`src/rtl/id_pkg.sv`:
```
// rtl/id_pkg.sv - shared constants, bundle type and helpers for the id_stage decode block
// Contents: alu_op codes, mem_len codes, RV32 opcodes, immediate formats,
//           the decoded-bundle struct and the immediate/ALU helper functions.
package id_pkg;

    // ALU operation codes. XOR/OR/AND share ALU_LOGIC; execute selects the
    // logical function from func3 (100 xor, 110 or, 111 and), which leaves
    // codes 8..15 free for the M extension.
    localparam logic [3:0] ALU_ADD    = 4'd0;
    localparam logic [3:0] ALU_SUB    = 4'd1;
    localparam logic [3:0] ALU_SLL    = 4'd2;
    localparam logic [3:0] ALU_SLT    = 4'd3;
    localparam logic [3:0] ALU_SLTU   = 4'd4;
    localparam logic [3:0] ALU_LOGIC  = 4'd5;
    localparam logic [3:0] ALU_SRL    = 4'd6;
    localparam logic [3:0] ALU_SRA    = 4'd7;
    localparam logic [3:0] ALU_MUL    = 4'd8;
    localparam logic [3:0] ALU_MULH   = 4'd9;
    localparam logic [3:0] ALU_MULHSU = 4'd10;
    localparam logic [3:0] ALU_MULHU  = 4'd11;
    localparam logic [3:0] ALU_DIV    = 4'd12;
    localparam logic [3:0] ALU_DIVU   = 4'd13;
    localparam logic [3:0] ALU_REM    = 4'd14;
    localparam logic [3:0] ALU_REMU   = 4'd15;

    // Memory access length; values match the load/store func3 encoding.
    localparam logic [2:0] MEM_B  = 3'd0;
    localparam logic [2:0] MEM_H  = 3'd1;
    localparam logic [2:0] MEM_W  = 3'd2;
    localparam logic [2:0] MEM_BU = 3'd4;
    localparam logic [2:0] MEM_HU = 3'd5;

    localparam logic [6:0] OPC_LUI    = 7'h37;
    localparam logic [6:0] OPC_AUIPC  = 7'h17;
    localparam logic [6:0] OPC_JAL    = 7'h6F;
    localparam logic [6:0] OPC_JALR   = 7'h67;
    localparam logic [6:0] OPC_BRANCH = 7'h63;
    localparam logic [6:0] OPC_LOAD   = 7'h03;
    localparam logic [6:0] OPC_STORE  = 7'h23;
    localparam logic [6:0] OPC_OP_IMM = 7'h13;
    localparam logic [6:0] OPC_OP     = 7'h33;
    localparam logic [6:0] OPC_FENCE  = 7'h0F;
    localparam logic [6:0] OPC_SYSTEM = 7'h73;

    localparam logic [31:0] INSTR_EBREAK = 32'h0010_0073;

    typedef enum logic [2:0] {
        FMT_NONE,
        FMT_I,
        FMT_S,
        FMT_B,
        FMT_U,
        FMT_J
    } imm_fmt_e;

    typedef struct packed {
        logic [4:0]  rs1;
        logic [4:0]  rs2;
        logic [4:0]  rd;
        logic [31:0] imm;
        logic [2:0]  func3;
        logic [3:0]  alu_op;
        logic        reg_write;
        logic        mem_read;
        logic        mem_write;
        logic [2:0]  mem_len;
        logic        br;
        logic        jal;
        logic        jalr;
        logic        lui;
        logic        auipc;
        logic        ebreak;
        logic        illegal;
    } id_bundle_t;

    // Opcode bits are never part of an immediate, so only instr[31:7] is passed.
    function automatic logic [31:0] imm_gen(input logic [31:7] ins, input imm_fmt_e fmt);
        case (fmt)
            FMT_I:   imm_gen = {{20{ins[31]}}, ins[31:20]};
            FMT_S:   imm_gen = {{20{ins[31]}}, ins[31:25], ins[11:7]};
            FMT_B:   imm_gen = {{19{ins[31]}}, ins[31], ins[7], ins[30:25], ins[11:8], 1'b0};
            FMT_U:   imm_gen = {ins[31:12], 12'h000};
            FMT_J:   imm_gen = {{11{ins[31]}}, ins[31], ins[19:12], ins[20], ins[30:21], 1'b0};
            default: imm_gen = 32'h0;
        endcase
    endfunction

    // Base integer ALU op from func3; alt selects SUB/SRA.
    function automatic logic [3:0] alu_base(input logic [2:0] f3, input logic alt);
        case (f3)
            3'd0:    alu_base = alt ? ALU_SUB : ALU_ADD;
            3'd1:    alu_base = ALU_SLL;
            3'd2:    alu_base = ALU_SLT;
            3'd3:    alu_base = ALU_SLTU;
            3'd5:    alu_base = alt ? ALU_SRA : ALU_SRL;
            default: alu_base = ALU_LOGIC;
        endcase
    endfunction

endpackage

```
`src/rtl/id_stage_if.sv`:
```
// rtl/id_stage_if.sv - fetch-side and execute-side handshake bundle of id_stage
// slave modport: the decode stage (takes in_*, out_ready; drives in_ready, out_*).
// master modport: the surrounding pipeline / testbench.
interface id_stage_if #(parameter int PC_W = 32);
    logic            in_valid;
    logic            in_ready;
    logic [31:0]     in_instr;
    logic [PC_W-1:0] in_pc;
    logic            out_valid;
    logic            out_ready;
    logic [PC_W-1:0] out_pc;
    logic [4:0]      out_rs1;
    logic [4:0]      out_rs2;
    logic [4:0]      out_rd;
    logic [31:0]     out_imm;
    logic [2:0]      out_func3;
    logic [3:0]      out_alu_op;
    logic            out_reg_write;
    logic            out_mem_read;
    logic            out_mem_write;
    logic [2:0]      out_mem_len;
    logic            out_br;
    logic            out_jal;
    logic            out_jalr;
    logic            out_lui;
    logic            out_auipc;
    logic            out_ebreak;
    logic            out_illegal;

    modport slave (
        input  in_valid, in_instr, in_pc, out_ready,
        output in_ready, out_valid, out_pc, out_rs1, out_rs2, out_rd, out_imm,
               out_func3, out_alu_op, out_reg_write, out_mem_read, out_mem_write,
               out_mem_len, out_br, out_jal, out_jalr, out_lui, out_auipc,
               out_ebreak, out_illegal
    );

    modport master (
        output in_valid, in_instr, in_pc, out_ready,
        input  in_ready, out_valid, out_pc, out_rs1, out_rs2, out_rd, out_imm,
               out_func3, out_alu_op, out_reg_write, out_mem_read, out_mem_write,
               out_mem_len, out_br, out_jal, out_jalr, out_lui, out_auipc,
               out_ebreak, out_illegal
    );
endinterface

```
`src/rtl/id_decode_core.sv`:
```
// rtl/id_decode_core.sv - combinational RV32I(+M) instruction -> decoded bundle
// Ports: instr (32-bit instruction word) in; bundle (id_bundle_t) out.
// Macro ID_STAGE_RV32M_EN: when defined, OP with func7=0x01 decodes the M ops.
module id_decode_core
    import id_pkg::*;
(
    input  logic [31:0] instr,
    output id_bundle_t  bundle
);

    logic [6:0] opcode;
    logic [2:0] f3;
    logic [6:0] f7;
    imm_fmt_e   fmt;
    logic       legal;
    logic       use_rs1;
    logic       use_rs2;
    id_bundle_t b;

    assign opcode = instr[6:0];
    assign f3     = instr[14:12];
    assign f7     = instr[31:25];

    always_comb begin
        b       = '0;
        fmt     = FMT_NONE;
        legal   = 1'b0;
        use_rs1 = 1'b0;
        use_rs2 = 1'b0;
        b.func3 = f3;
        // Opcodes with instr[1:0] != 2'b11 never match an arm and stay illegal.
        case (opcode)
            OPC_LUI: begin
                legal = 1'b1; fmt = FMT_U; b.reg_write = 1'b1; b.lui = 1'b1;
            end
            OPC_AUIPC: begin
                legal = 1'b1; fmt = FMT_U; b.reg_write = 1'b1; b.auipc = 1'b1;
            end
            OPC_JAL: begin
                legal = 1'b1; fmt = FMT_J; b.reg_write = 1'b1; b.jal = 1'b1;
            end
            OPC_JALR: begin
                legal = (f3 == 3'd0); fmt = FMT_I; use_rs1 = 1'b1;
                b.reg_write = 1'b1; b.jalr = 1'b1;
            end
            OPC_BRANCH: begin
                legal = (f3 != 3'd2) && (f3 != 3'd3); fmt = FMT_B;
                use_rs1 = 1'b1; use_rs2 = 1'b1; b.br = 1'b1;
                // beq/bne subtract; blt/bge and bltu/bgeu compare.
                b.alu_op = !f3[2] ? ALU_SUB : (f3[1] ? ALU_SLTU : ALU_SLT);
            end
            OPC_LOAD: begin
                legal = (f3 != 3'd3) && (f3 != 3'd6) && (f3 != 3'd7); fmt = FMT_I;
                use_rs1 = 1'b1; b.reg_write = 1'b1; b.mem_read = 1'b1; b.mem_len = f3;
            end
            OPC_STORE: begin
                legal = (f3 < 3'd3); fmt = FMT_S; use_rs1 = 1'b1; use_rs2 = 1'b1;
                b.mem_write = 1'b1; b.mem_len = f3;
            end
            OPC_OP_IMM: begin
                fmt = FMT_I; use_rs1 = 1'b1; b.reg_write = 1'b1;
                // Only shifts constrain the upper immediate bits.
                if (f3 == 3'd1)      legal = (f7 == 7'h00);
                else if (f3 == 3'd5) legal = (f7 == 7'h00) || (f7 == 7'h20);
                else                 legal = 1'b1;
                b.alu_op = alu_base(f3, (f3 == 3'd5) && instr[30]);
            end
            OPC_OP: begin
                fmt = FMT_NONE; use_rs1 = 1'b1; use_rs2 = 1'b1; b.reg_write = 1'b1;
                if (f7 == 7'h00) begin
                    legal = 1'b1; b.alu_op = alu_base(f3, 1'b0);
                end else if (f7 == 7'h20) begin
                    legal = (f3 == 3'd0) || (f3 == 3'd5); b.alu_op = alu_base(f3, 1'b1);
                end else if (f7 == 7'h01) begin
`ifdef ID_STAGE_RV32M_EN
                    legal = 1'b1; b.alu_op = {1'b1, f3};
`else
                    legal = 1'b0;
`endif
                end
            end
            OPC_FENCE: legal = (f3 == 3'd0);
            OPC_SYSTEM: begin
                // ecall and every other SYSTEM encoding is illegal here.
                legal = (instr == INSTR_EBREAK); b.ebreak = legal;
            end
            default: legal = 1'b0;
        endcase
        b.imm = imm_gen(instr[31:7], fmt);
        b.rs1 = use_rs1 ? instr[19:15] : 5'd0;
        b.rs2 = use_rs2 ? instr[24:20] : 5'd0;
        b.rd  = b.reg_write ? instr[11:7] : 5'd0;
        if (!legal) begin
            b         = '0;
            b.func3   = f3;
            b.illegal = 1'b1;
        end
    end

    assign bundle = b;

endmodule

```
`src/rtl/id_stage.sv`:
```
// rtl/id_stage.sv - registered decode stage: decoder + DEPTH-entry bundle FIFO
// Ports: clk, rst_n (async active-low), flush; io (id_stage_if.slave) carries
//        the fetch handshake (in_*) and the decoded head bundle (out_*).
// Macro ID_STAGE_RV32M_EN (via id_decode_core) enables RV32M decode.
module id_stage
    import id_pkg::*;
#(
    parameter int DEPTH = 2,
    parameter int PC_W  = 32
) (
    input  logic       clk,
    input  logic       rst_n,
    input  logic       flush,
    id_stage_if.slave  io
);

    localparam int PTR_W = $clog2(DEPTH);
    localparam int CNT_W = PTR_W + 1;

    typedef struct packed {
        logic [PC_W-1:0] pc;
        id_bundle_t      b;
    } entry_t;

    entry_t             mem_q [DEPTH];
    entry_t             mem_d [DEPTH];
    logic [PTR_W-1:0]   wr_ptr_q, wr_ptr_d;
    logic [PTR_W-1:0]   rd_ptr_q, rd_ptr_d;
    logic [CNT_W-1:0]   count_q, count_d;
    id_bundle_t         dec;
    entry_t             head;
    logic               push;
    logic               pop;

    id_decode_core u_decode (
        .instr  (io.in_instr),
        .bundle (dec)
    );

    // in_ready depends only on registered count, never on out_ready.
    assign io.in_ready  = (count_q < CNT_W'(DEPTH));
    assign io.out_valid = (count_q != '0);
    assign push = io.in_valid && io.in_ready && !flush;
    assign pop  = io.out_valid && io.out_ready && !flush;

    always_comb begin
        mem_d    = mem_q;
        wr_ptr_d = wr_ptr_q;
        rd_ptr_d = rd_ptr_q;
        count_d  = count_q;
        if (flush) begin
            wr_ptr_d = '0;
            rd_ptr_d = '0;
            count_d  = '0;
        end else begin
            if (push) begin
                mem_d[wr_ptr_q].pc = io.in_pc;
                mem_d[wr_ptr_q].b  = dec;
                wr_ptr_d = wr_ptr_q + PTR_W'(1);
            end
            if (pop) begin
                rd_ptr_d = rd_ptr_q + PTR_W'(1);
            end
            count_d = count_q + CNT_W'(push) - CNT_W'(pop);
        end
    end

    always_ff @(posedge clk or negedge rst_n) begin
        if (!rst_n) begin
            for (int i = 0; i < DEPTH; i++) begin
                mem_q[i] <= '0;
            end
            wr_ptr_q <= '0;
            rd_ptr_q <= '0;
            count_q  <= '0;
        end else begin
            mem_q    <= mem_d;
            wr_ptr_q <= wr_ptr_d;
            rd_ptr_q <= rd_ptr_d;
            count_q  <= count_d;
        end
    end

    assign head             = mem_q[rd_ptr_q];
    assign io.out_pc        = head.pc;
    assign io.out_rs1       = head.b.rs1;
    assign io.out_rs2       = head.b.rs2;
    assign io.out_rd        = head.b.rd;
    assign io.out_imm       = head.b.imm;
    assign io.out_func3     = head.b.func3;
    assign io.out_alu_op    = head.b.alu_op;
    assign io.out_reg_write = head.b.reg_write;
    assign io.out_mem_read  = head.b.mem_read;
    assign io.out_mem_write = head.b.mem_write;
    assign io.out_mem_len   = head.b.mem_len;
    assign io.out_br        = head.b.br;
    assign io.out_jal       = head.b.jal;
    assign io.out_jalr      = head.b.jalr;
    assign io.out_lui       = head.b.lui;
    assign io.out_auipc     = head.b.auipc;
    assign io.out_ebreak    = head.b.ebreak;
    assign io.out_illegal   = head.b.illegal;

endmodule

```
`src/flat_wrapper.sv`:
```
// flat-port wrapper written by rule: the top's interface ports become plain ports
module id_stage_flat import id_pkg::*;
#(
    parameter int DEPTH = 2,
    parameter int PC_W  = 32
)
  (clk, rst_n, flush, io_in_valid, io_in_instr, io_in_pc, io_out_ready, io_in_ready, io_out_valid, io_out_pc, io_out_rs1, io_out_rs2, io_out_rd, io_out_imm, io_out_func3, io_out_alu_op, io_out_reg_write, io_out_mem_read, io_out_mem_write, io_out_mem_len, io_out_br, io_out_jal, io_out_jalr, io_out_lui, io_out_auipc, io_out_ebreak, io_out_illegal);
  id_stage_if #(.PC_W(PC_W)) io_i ();
  input  logic clk;
  input  logic rst_n;
  input  logic flush;
  input wire logic [$bits(io_i.in_valid)-1:0] io_in_valid;
  input wire logic [$bits(io_i.in_instr)-1:0] io_in_instr;
  input wire logic [$bits(io_i.in_pc)-1:0] io_in_pc;
  input wire logic [$bits(io_i.out_ready)-1:0] io_out_ready;
  output wire logic [$bits(io_i.in_ready)-1:0] io_in_ready;
  output wire logic [$bits(io_i.out_valid)-1:0] io_out_valid;
  output wire logic [$bits(io_i.out_pc)-1:0] io_out_pc;
  output wire logic [$bits(io_i.out_rs1)-1:0] io_out_rs1;
  output wire logic [$bits(io_i.out_rs2)-1:0] io_out_rs2;
  output wire logic [$bits(io_i.out_rd)-1:0] io_out_rd;
  output wire logic [$bits(io_i.out_imm)-1:0] io_out_imm;
  output wire logic [$bits(io_i.out_func3)-1:0] io_out_func3;
  output wire logic [$bits(io_i.out_alu_op)-1:0] io_out_alu_op;
  output wire logic [$bits(io_i.out_reg_write)-1:0] io_out_reg_write;
  output wire logic [$bits(io_i.out_mem_read)-1:0] io_out_mem_read;
  output wire logic [$bits(io_i.out_mem_write)-1:0] io_out_mem_write;
  output wire logic [$bits(io_i.out_mem_len)-1:0] io_out_mem_len;
  output wire logic [$bits(io_i.out_br)-1:0] io_out_br;
  output wire logic [$bits(io_i.out_jal)-1:0] io_out_jal;
  output wire logic [$bits(io_i.out_jalr)-1:0] io_out_jalr;
  output wire logic [$bits(io_i.out_lui)-1:0] io_out_lui;
  output wire logic [$bits(io_i.out_auipc)-1:0] io_out_auipc;
  output wire logic [$bits(io_i.out_ebreak)-1:0] io_out_ebreak;
  output wire logic [$bits(io_i.out_illegal)-1:0] io_out_illegal;
  assign io_i.in_valid = io_in_valid;
  assign io_i.in_instr = io_in_instr;
  assign io_i.in_pc = io_in_pc;
  assign io_i.out_ready = io_out_ready;
  assign io_in_ready = io_i.in_ready;
  assign io_out_valid = io_i.out_valid;
  assign io_out_pc = io_i.out_pc;
  assign io_out_rs1 = io_i.out_rs1;
  assign io_out_rs2 = io_i.out_rs2;
  assign io_out_rd = io_i.out_rd;
  assign io_out_imm = io_i.out_imm;
  assign io_out_func3 = io_i.out_func3;
  assign io_out_alu_op = io_i.out_alu_op;
  assign io_out_reg_write = io_i.out_reg_write;
  assign io_out_mem_read = io_i.out_mem_read;
  assign io_out_mem_write = io_i.out_mem_write;
  assign io_out_mem_len = io_i.out_mem_len;
  assign io_out_br = io_i.out_br;
  assign io_out_jal = io_i.out_jal;
  assign io_out_jalr = io_i.out_jalr;
  assign io_out_lui = io_i.out_lui;
  assign io_out_auipc = io_i.out_auipc;
  assign io_out_ebreak = io_i.out_ebreak;
  assign io_out_illegal = io_i.out_illegal;
  id_stage #(.DEPTH(DEPTH), .PC_W(PC_W)) u_core (.clk(clk), .rst_n(rst_n), .flush(flush), .io(io_i));
endmodule
```
`config.mk`:
```
export PLATFORM = sky130hd
export DESIGN_NAME = id_stage_flat
export DESIGN_NICKNAME = d
export VERILOG_FILES = /design/src/rtl/id_pkg.sv /design/src/rtl/id_stage_if.sv /design/src/rtl/id_decode_core.sv /design/src/rtl/id_stage.sv /design/src/flat_wrapper.sv
export SDC_FILE = /design/constraint.sdc
export NUM_CORES = 1
export LEC_CHECK = 0
export CELL_PAD_IN_SITES_DETAIL_PLACEMENT = 1
export CELL_PAD_IN_SITES_GLOBAL_PLACEMENT = 1
export CORE_UTILIZATION = 39
export CTS_CLUSTER_DIAMETER = 100
export DETAILED_ROUTE_END_ITERATION = 12
export PLACE_DENSITY_LB_ADDON = 0.1
export SYNTH_ARGS = -nofsm -noshare
export SYNTH_HDL_FRONTEND = slang
export SYNTH_HIERARCHICAL = 1
export SYNTH_SLANG_ARGS = --single-unit
```
`constraint.sdc`:
```
create_clock -name clk -period 1.95 [get_ports clk]
set_input_delay 0.585 -clock clk [delete_from_list [all_inputs] [get_ports clk]]
set_output_delay 0.585 -clock clk [all_outputs]
set_load 0.005 [all_outputs]
```
==> results <==
## power groups by stage
stage / combinational (mW) / sequential, mW / clock [mW]
global placement: 3.19 / 5.24 / 0
finish: 4.90 / 5.31 / 4.72
CTS: 4.49 / 5.25 / 4.78
detailed placement: 3.32 / 5.32 / 0
floorplan: 1.77 / 5.16 / 0
global route: 5.13 / 5.38 / 4.99
## logic make-up (layout without fill, tap and decap cells)
group	Yosys count	count (layout)	synth area share, %
buf+inv	60	444	3.836
compound gates	61	62	4.467
fa+ha+maj	2	2	0.2475
flops	202	202	49.99
other cells	1	1	0.03709
xor+xnor	5	5	0.4332
mux	297	297	33.08
simple gates	138	138	7.908
## sequential cells by signal (all words and copies together) (netlist names)
| signal | cells |
|---|---|
| u_core/mem_q | 198 |
| u_core/wr_ptr_q | 1 |
| u_core/count_q | 2 |
| u_core/rd_ptr_q | 1 |
## synthesized netlist by cell type, types with 3 or more instances
cell type	count	area, µm²
buf_4	21	157.7
nand3_1	4	20.02
clkbuf_1	15	56.30
mux2_2	277	3119
nand2_1	42	157.7
nor2b_1	3	18.77
nor3b_1	5	37.54
buf_2	7	35.03
xnor2_1	3	26.28
a21oi_1	15	75.07
buf_6	10	112.6
mux2_1	20	225.2
nor2_1	16	60.06
inv_1	6	22.52
nand2b_1	3	18.77
nor2_2	32	200.2
nor4_1	6	37.54
dfrtp_1	202	5055
o21ai_0	9	45.04
a22oi_1	6	45.04
nor3_1	4	20.02
a21oi_2	13	113.9
## how the worst min path moves through the flow
| stage | start | to | slack, ps | cells past startpoint |
|---|---|---|---|---|
| 2_1_floorplan | rst_n | u_core/count_q[0]$_DFF_PN0_ | 290 | 0 |
| 3_3_place_gp | u_core/mem_q[88]$_DFFE_PN0P_ | u_core/mem_q[88]$_DFFE_PN0P_ | 460 | 1 |
| 3_5_place_dp | u_core/mem_q[151]$_DFFE_PN0P_ | u_core/mem_q[151]$_DFFE_PN0P_ | 480 | 1 |
| 4_1_cts | flush | u_core/rd_ptr_q$_DFFE_PN0P_ | 500 | 3 |
| 5_1_grt | u_core/mem_q[71]$_DFFE_PN0P_ | u_core/mem_q[71]$_DFFE_PN0P_ | 520 | 1 |
| 6_report | u_core/mem_q[67]$_DFFE_PN0P_ | u_core/mem_q[67]$_DFFE_PN0P_ | 510 | 1 |
## metal layers
metal | vias to the layer above | global-route usage, % | share of wire, %
met5 | - | 0 | 0
met4 | 0 | 8.751 | 3.3
met3 | 81 | 4.876 | 4.2
met2 | 248 | 50.14 | 52
met1 | 4181 | 35.34 | 41
li1 | 3470 | - | -
## per-stage QoR
stage / hold WS, ps / setup slack (ps) / total power [mW]
6_report: 507.5 / -632.1 / 14.94
5_1_grt: 515.8 / -673.4 / 15.49
4_1_cts: 500.3 / -668.8 / 14.52
3_5_place_dp: 475.5 / -1223 / 8.645
3_3_place_gp: 463.6 / -1209 / 8.435
2_1_floorplan: 289.4 / -239.7 / 6.937
## layout make-up
cell class                      count  area, µm²
Clock buffer                       33      654.4
Sequential cell                   202       5059
Timing Repair Buffer              396       4287
Tap cell                          330      412.9
Fill cell                        2364       8925
Multi-Input combinational cell    505       5811
Inverter                            6      22.52
Clock inverter                      9      156.4
## what timing repair did
item,CTS,global route
endpoints found under the setup margin,268,300
setup buffers,70,15
resized for setup,743,183
hold buffers,1,0
gates cloned,29,7
pin swaps,33,10
hold endpoints to repair,8,0
==> results by stage <==
Outcome:
- The run finished, with violations left.
- The checks that failed: negative setup slack.

Finish:
- The final design instance area without fill is between 15000 and 20000 µm².
- The final core utilization is about two thirds.
- The library cell used most frequently in the layout, excluding fill and tap cells, is mux2_4.
- Relative to the synthesized area, the layout overhead comes to 62.22%.
- For this run, the number of standard cells in the final layout without fillers is ~1500.
- The net total in the final layout is around 1200.
- The post-route netlist has between 60 and 70% of its cells at a drive strength greater than 1.
- 0 antenna diodes ended up in the layout.
- The library cells used most frequently in the layout, excluding fill and tap cells, are 225 x mux2_4, 201 x dfrtp_1, 127 x buf_4.

Yosys:
- Summing the sequential cell areas from Yosys gives about half of the chip area.
- The number of flip-flops and latches in the synthesized netlist is around 200.
- The share of flip-flops with an asynchronous set or reset after synthesis is 100.0%.
- After synthesis, the mean cell area works out to 13.20 µm².
- The number of synthesized flops with an enable pin is 0.
- In this run the cell area of the synthesized design comes to between 10000 and 15000 µm².
- The synthesized net count is ~840.
- The main flop type after synthesis is dfrtp_1.
- The number of warnings reported in the yosys synthesis log is 6.
- The number of instances in the synthesized netlist is roughly 770.
- In this run, distinct cell masters in the synthesized netlist total between 50 and 60.

Setup path:
- Grouping stages by cell kind, the critical path spends the most delay in buffers and inverters.
- The end of the worst register-to-register path is u_core/count_q[1]$_DFF_PN0_.
- The type of the worst setup path is reg2out.
- Data arrives at the worst endpoint at approximately 2000 ps.
- The critical path runs through a total of 6 cells.
- The kind of launch point of the worst setup path is a register.
- Among all stages on the critical path, the largest delay is contributed by dfrtp_4.
- The required time at the worst-slack endpoint is roughly 1400 ps.
- The slack of the worst reg-to-reg path is -330 ps.
- STA classifies the critical path endpoint as a primary output.
- The worst stage delay on the critical path is between 500 and 600 ps.
- The startpoint identified for the worst register-to-register timing path is u_core/count_q[1]$_DFF_PN0_.
- The beginning of the critical path is u_core/rd_ptr_q$_DFFE_PN0P_.
- Together, buffers and inverters on the worst path number 5.
- The depth of the worst register-to-register path is 10.
- The critical path goes through buf_12 -> buf_12 -> buf_16 -> buf_6 -> mux2_4 -> buf_6.
- The most critical setup path has its endpoint at io_out_reg_write.
- In this run the worst path has a maximum fanout of 7.

Timing:
- The number of setup violations in the final report is 299.
- The upper clock frequency limit is around 0.39 GHz.
- The final hold violation count is 0.
- On the final layout, the worst clock skew is 17.06 ps.
- The post-route fraction of the period consumed by the critical path is 132.4%.
- After routing, the total negative slack on setup checks comes to -82870 ps.
- The transition time at the pin with the least slew margin is approximately 660 ps.
- The worst setup slack after layout is -632.1 ps.
- The worst slew margin relative to its limit is a little under three fifths.
- Setup repair after global routing could not meet its margin everywhere.
- The count of final max-slew check failures is 0.
- The final critical path time including I/O delays and setup is roughly 2600 ps.

Power and ir drop:
- Cell internal power was estimated by the tool at 10.81 mW.
- Of the total power, the share spent switching nets is around 28%.
- For this design the total switching power over the nets is 4.132 mW.
- The sequential fraction of design power is around 36%.
- The cell area power density is just over 900 nW/µm².
- The power share of the clock group is around a third.
- VDD sags by at most slightly above 0.7 mV.
- The static leakage is roughly 7.6 nW.
- The share of total power in combinational logic is 32.8%.

Drt:
- The residual DRC count is 0.
- The via total after detailed routing is 7980.
- Using the TritonRoute via totals, the vias-per-cell ratio works out to roughly 5.4.
- In this run the remaining antenna-violating nets after routing total 0.
- The total iterations of the first detailed-routing run is 5.
- The post-detailed-routing wire length is 39.67 mm.
- The detailed router finished its first iteration with 417 violations.
- The routed length per placed instance is about 27 µm.

Floorplan:
- The floorplan step defined a die boundary enclosing ~27000 µm².
- The width of the chip is 163.0 µm.
- Once the floorplan was initialized, standard cells occupied between 30% and 40% of the core.
- From bottom edge to top edge, the die measures roughly 160 µm.
- 170 I/O pins were placed.
- The core region area is 25330 µm².
- The cell row count is between 50 and 60.

Placed design:
- The number of placed cells counting well taps is about 1300.
- The quantity of I/O buffers inserted on ports is ~170.
- The placed instances occupy a cell area of about 13000 µm².
- The estimated wirelength of the detail-placed design is ~21 mm.
- The congestion estimate from routability-driven global placement came to between 0.8 and 0.9.

Clock network:
- The clock sink count is 202.
- The later-pin clock latency in the skew report is between 500 and 600 ps.
- In this run the deepest clock path goes through 3 buffers.
- The clock buffer count from CTS is 24.
- The clock tree from TritonCTS is done.
- The clock transition time at the flip-flop clock pins of the worst setup and hold paths is approximately 60 ps.
- In this run the number of H-tree levels came out at 1.
- The root buffer cell chosen for the clock tree is clkbuf_16.

Global route:
- The number of global-route vias before repair is 9069.
- The first-pass GRT wire length is 56.33 mm.
- Entering global routing, the biggest net connects between 50 and 60 pins.
- The number of antenna violations at the first check in global routing was 0.
- The overall overflow remaining after global route is 0.
- The total global routing track utilization is roughly 28%.

Job:
- Max-cap violations in this run came to 0.

Hold path:
- The worst hold-check path type is reg2reg.
Note: power is estimated with default switching activity, not from simulation.
